[src/rtl/cpu_step_ctrl.sv]
// Run/halt/single-step controller that issues one-clk-wide cpu_en pulses.
// The board switches and the step button are synchronized and debounced here.
module cpu_step_ctrl #(
    parameter int DEBOUNCE_CYCLES = 1000000,
    parameter int FAST_DIV        = 2097152,
    parameter int SLOW_DIV        = 536870912
) (
    input  logic        clk,
    input  logic        rst,
    input  logic        btn_step,
    input  logic        sw_run,
    input  logic        sw_15,
    input  logic        halt_req,
    output logic        cpu_en,
    output logic [1:0]  state,
    output logic        halt_latched,
    output logic [15:0] step_cnt
);

    typedef enum logic [1:0] {
        ST_HALT = 2'b00,
        ST_RUN  = 2'b01,
        ST_STEP = 2'b10
    } state_t;

    localparam int              DB_W      = $clog2(DEBOUNCE_CYCLES + 1);
    localparam logic [DB_W-1:0] DB_LAST   = DB_W'(DEBOUNCE_CYCLES - 1);
    localparam logic [31:0]     FAST_LAST = 32'(FAST_DIV - 1);
    localparam logic [31:0]     SLOW_LAST = 32'(SLOW_DIV - 1);

    logic [2:0]      r_meta;
    logic [2:0]      r_sync;
    logic            w_btn_s;
    logic            w_run_s;
    logic            w_sw15_s;
    logic            w_sw15_chg;

    logic [DB_W-1:0] r_db_cnt;
    logic            r_db_level;
    logic            r_db_prev;
    logic            w_step_req;

    state_t          r_state;
    state_t          w_state_next;
    logic [31:0]     r_rate_cnt;
    logic [31:0]     w_rate_next;
    logic [31:0]     w_div_last;
    logic            w_cpu_en_next;
    logic            r_cpu_en;
    logic            r_halt_latched;
    logic [15:0]     r_step_cnt;

    // Bit order: {sw_15, sw_run, btn_step}
    always_ff @(posedge clk or posedge rst) begin
        if (rst) begin
            r_meta <= '0;
            r_sync <= '0;
        end else begin
            r_meta <= {sw_15, sw_run, btn_step};
            r_sync <= r_meta;
        end
    end

    assign w_btn_s    = r_sync[0];
    assign w_run_s    = r_sync[1];
    assign w_sw15_s   = r_sync[2];
    // True in the cycle before the synchronized speed select takes its new value
    assign w_sw15_chg = r_meta[2] ^ r_sync[2];

    always_ff @(posedge clk or posedge rst) begin
        if (rst) begin
            r_db_cnt   <= '0;
            r_db_level <= 1'b0;
            r_db_prev  <= 1'b0;
        end else begin
            r_db_prev <= r_db_level;
            if (w_btn_s == r_db_level) begin
                r_db_cnt <= '0;
            end else if (r_db_cnt == DB_LAST) begin
                r_db_level <= w_btn_s;
                r_db_cnt   <= '0;
            end else begin
                r_db_cnt <= r_db_cnt + DB_W'(1);
            end
        end
    end

    assign w_step_req = r_db_level & ~r_db_prev;

    always_comb begin
        w_state_next  = r_state;
        w_cpu_en_next = 1'b0;
        w_rate_next   = '0;
        w_div_last    = w_sw15_s ? SLOW_LAST : FAST_LAST;
        case (r_state)
            ST_HALT: begin
                if (w_run_s && !r_halt_latched && !halt_req) begin
                    w_state_next = ST_RUN;
                end else if (w_step_req) begin
                    w_state_next  = ST_STEP;
                    w_cpu_en_next = 1'b1;
                end
            end
            ST_RUN: begin
                // Leaving RUN also suppresses a pulse due this cycle
                if (!w_run_s || halt_req) begin
                    w_state_next = ST_HALT;
                end else begin
                    w_cpu_en_next = (r_rate_cnt == w_div_last);
                    if (w_sw15_chg || (r_rate_cnt == w_div_last)) begin
                        w_rate_next = '0;
                    end else begin
                        w_rate_next = r_rate_cnt + 32'd1;
                    end
                end
            end
            ST_STEP: w_state_next = ST_HALT;
            default: w_state_next = ST_HALT;
        endcase
    end

    always_ff @(posedge clk or posedge rst) begin
        if (rst) begin
            r_state    <= ST_HALT;
            r_cpu_en   <= 1'b0;
            r_rate_cnt <= '0;
        end else begin
            r_state    <= w_state_next;
            r_cpu_en   <= w_cpu_en_next;
            r_rate_cnt <= w_rate_next;
        end
    end

    always_ff @(posedge clk or posedge rst) begin
        if (rst) begin
            r_halt_latched <= 1'b0;
            r_step_cnt     <= '0;
        end else begin
            if (!w_run_s) begin
                r_halt_latched <= 1'b0;
            end else if ((r_state == ST_RUN) && halt_req) begin
                r_halt_latched <= 1'b1;
            end
            if (w_cpu_en_next && (r_step_cnt != 16'hFFFF)) begin
                r_step_cnt <= r_step_cnt + 16'd1;
            end
        end
    end

    assign cpu_en       = r_cpu_en;
    assign state        = r_state;
    assign halt_latched = r_halt_latched;
    assign step_cnt     = r_step_cnt;

endmodule
[config.mk]
export PLATFORM = sky130hd
export DESIGN_NAME = cpu_step_ctrl
export DESIGN_NICKNAME = d
export VERILOG_FILES = /design/src/rtl/cpu_step_ctrl.sv
export SDC_FILE = /design/constraint.sdc
export NUM_CORES = 1
export LEC_CHECK = 0
export ABC_AREA = 1
export CELL_PAD_IN_SITES_DETAIL_PLACEMENT = 0
export CELL_PAD_IN_SITES_GLOBAL_PLACEMENT = 1
export CORE_AREA = 3 3 111 113
export DETAILED_ROUTE_END_ITERATION = 8
export DIE_AREA = 0 0 114 116
export DONT_BUFFER_PORTS = 1
export PLACE_DENSITY = 0.66
export SLEW_MARGIN = 0
export SYNTH_ARGS = -nofsm -noshare
export SYNTH_HDL_FRONTEND = slang
export SYNTH_SLANG_ARGS = --single-unit
[constraint.sdc]
create_clock -name clk -period 2.8 [get_ports clk]
set_input_delay 0.56 -clock clk [delete_from_list [all_inputs] [get_ports clk]]
set_output_delay 0.56 -clock clk [all_outputs]
set_load 0.005 [all_outputs]
==> flow_summary.ini <==
[run_status]
status = finished clean

[place]
post-place-ws_ns = 0.870
io_buffers = 0
dp_hpwl_mm = 6.97
post_dp_cell_area_sq_mm = 0.00461
place.gp.congestion = 0.795

[cts]
cts_buffers = 9
tritoncts = built
clkTransAtPathRegs_ns = 0.06
cts_sinks = 80
clk_latency_ns = 0.34
cts_buffer_depth = 2
cts_hold_buf = 0
postCtsResizedCells = 0
cts_max_level = 3
cts_setup_buffers = 0
root_buffer = clkbuf_16

[cells_and_area]
nFillCells = 1163
multi_input_area_sq_mm = 0.00214
final_area_sq_mm = 0.00488
antennaDiodeCount = 0
register_area_sq_mm = 0.00200
num-nets-final = 575
final_core_util_pct = 42.7
drive_gt1_share_pct = 10.9
area_delta_synth_final_pct = 9.64

[die]
core-area_sq_mm = 0.0114
fp.dieArea_sq_mm = 0.0132
num_rows = 39
die_h_microns = 116
io_pins = 26
die_w_microns = 114
start_util_pct = 39.0

[flow_run]
cap_violations = 0

[worst_setup_path]
path_buf_inv = 0
critPathSlowestCell = dfrtp_1
crit_chain = ha_1 > nand2_1 > nor3b_4 > nand4_4 > nand2_4 > nand2_1 > nand2_1
slowest_delay_ns = 0.44
cp_data_required_time_ns = 3.08
cpMostUsedCell = nand2_1
crit_arrival_ns = 2.23
crit_type = reg2reg
setup.worst_path.start = step_cnt[0]
cp_max_fo = 16
worstSetupStartpointType = register
crit_path_end_kind = register
cpLargestDelayFamily = simple AND/OR/NAND/NOR gates
r2r-start = step_cnt[0]

[power_and_ir_drop]
switching_share_pct = 22.3
p_int_mw = 1.80
clkPwrFrac_pct = 46.8
irDropWorstVdd_mv = 0.313
p_comb_share_pct = 2.4
total_leakage_power_nw = 2.24
power.switching_mw = 0.516
share_seq_of_total_power_pct = 50.7
power_density_mw_per_mm2 = 474

[sta]
timing.fmax_ghz = 0.513
min_period_over_period_pct = 69.7
worst_slew_pin_slew_ns = 0.609
hold-worst-slack_ns = 0.155
finalMaxSlewViolations = 0
hold_viol_final = 0
timing.clock.skew_ns = 0.00765
setup_viol = 0
setup_ws_ns = 0.849
min_period_ns = 1.95
max_slew_margin_pct = 59.3
fin_setup_tns_ns = 0
rsz0062_at_grt = no

[synthesis]
netlist_instances = 559
synth_area_sq_mm = 0.00445
syn-num-nets = 568
ys_warn_count = 0
yosys-top-cells-area = dfrtp_1, nand2_1, nor2_1, nand3_1, inv_1
synth.yosys.seq_area_share_pct = 45.0
synth_seq_cells = 80
synthTopCellsByCount = nand2_1, nor2_1, dfrtp_1, inv_1, nand3_1
ys_types = 34
synth_edf_count = 0
post_synth.cell_area_avg_sq_um = 7.96
synth_most_common_cell = nand2_1
yosysTopAreaCell = dfrtp_1
synth_ff_type = dfrtp_1
async_flop_share_pct = 100
synthDominantCellAreaShare_pct = 45.0

[grt]
antenna_found_initial = 0
grt_pass1_wl_mm = 16.6
grt_pass1_vias = 3448
grt.overflow.total = 0
grt_usage_pct = 16.0
grt_max_degree = 50

[hold_path]
min_path_type = in2async

[drt]
drt-initial-drc-count = 171
wl_per_cell_microns = 13.5
antenna_left = 0
viasPerCell = 4.82
vias = 3440
drc = 0
drtPass1Iterations = 4
drt-total-wl_mm = 9.64
## kinds of logic (layout without fill, tap and decap cells)
group | Yosys count | in the layout | share of synthesized area [%]
AOI/OAI and AO/OA | 18 | 18 | 2.08
xor gates and xnor gates | 42 | 42 | 8.27
adders and majority gates | 3 | 3 | 0.843
buffers and inverters | 77 | 89 | 7.00
DFF | 80 | 80 | 45.0
and+or+nand+nor | 339 | 339 | 36.8
## layer usage
metal	routed length (microns)	GRT usage [%]	share of wire [%]
met5	0	0	0
met4	163	5.70	1.7
met3	379	4.86	3.9
met2	4460	25.4	46
met1	4640	20.7	48
## area by class of cell
class                   count  share of cell area [%]
clock inverters             4                   0.410
clock buffers              12                    5.05
repair buffers              2                   0.564
inverters                  71                    5.49
well taps                 143                    3.67
flip-flops and latches     80                    41.0
multi-input cells         402                    43.8
## power groups by stage
stage          Sequential [mW]  Combinational [mW]  Clock, mW
3_5_place_dp              1.20              0.0595          0
5_1_grt                   1.18              0.0669       1.17
4_1_cts                   1.17              0.0599       1.12
6_report                  1.17              0.0559       1.08
2_1_floorplan             1.19              0.0401          0
3_3_place_gp              1.20              0.0582          0
## placed cells by master, fill, tap and decap left out, types with 10 or more instances in the layout
master   count
nand2_1    105
nand2_2     23
dfrtp_1     80
nand3_1     52
nor2_1     100
xor2_1      27
nor3_1      20
a21oi_1     12
inv_1       68
nand4_1     10
xnor2_1     15
## stage by stage
stage / instances / power [mW]
finish: 714 / 2.31
global route: 714 / 2.41
CTS: 714 / 2.36
detailed placement: 698 / 1.26
global placement: 698 / 1.25
floorplan: 559 / 1.23
## registers in the layout, indices dropped and copies added (netlist names)
register,cells
r_db_prev,1
cpu_en,1
step_cnt,16
r_db_level,1
halt_latched,1
r_meta,3
r_sync,3
r_rate_cnt,32
state,2
r_db_cnt,20
## worst reg2reg max path, delay by kind of cell, from the launching register on
| family | cells | cell delay [ns] |
|---|---|---|
| adders and majority gates | 1 | 0.25 |
| DFF | 1 | 0.44 |
| and+or+nand+nor | 6 | 1.21 |
## worst paths after layout
check	depth (start not counted)	endpoint	slack, ns
worst max-delay path	7	step_cnt[1]	0.85
worst min-delay path	1	r_db_cnt[15]	0.15
worst max register to register	7	step_cnt[1]	0.85
worst min register to register	0	r_sync[0]	0.36
max in group asynchronous	2	step_cnt[7]	2.00
min in group clk	0	r_meta[2]	0.24
Note: power is estimated with default switching activity, not from simulation.
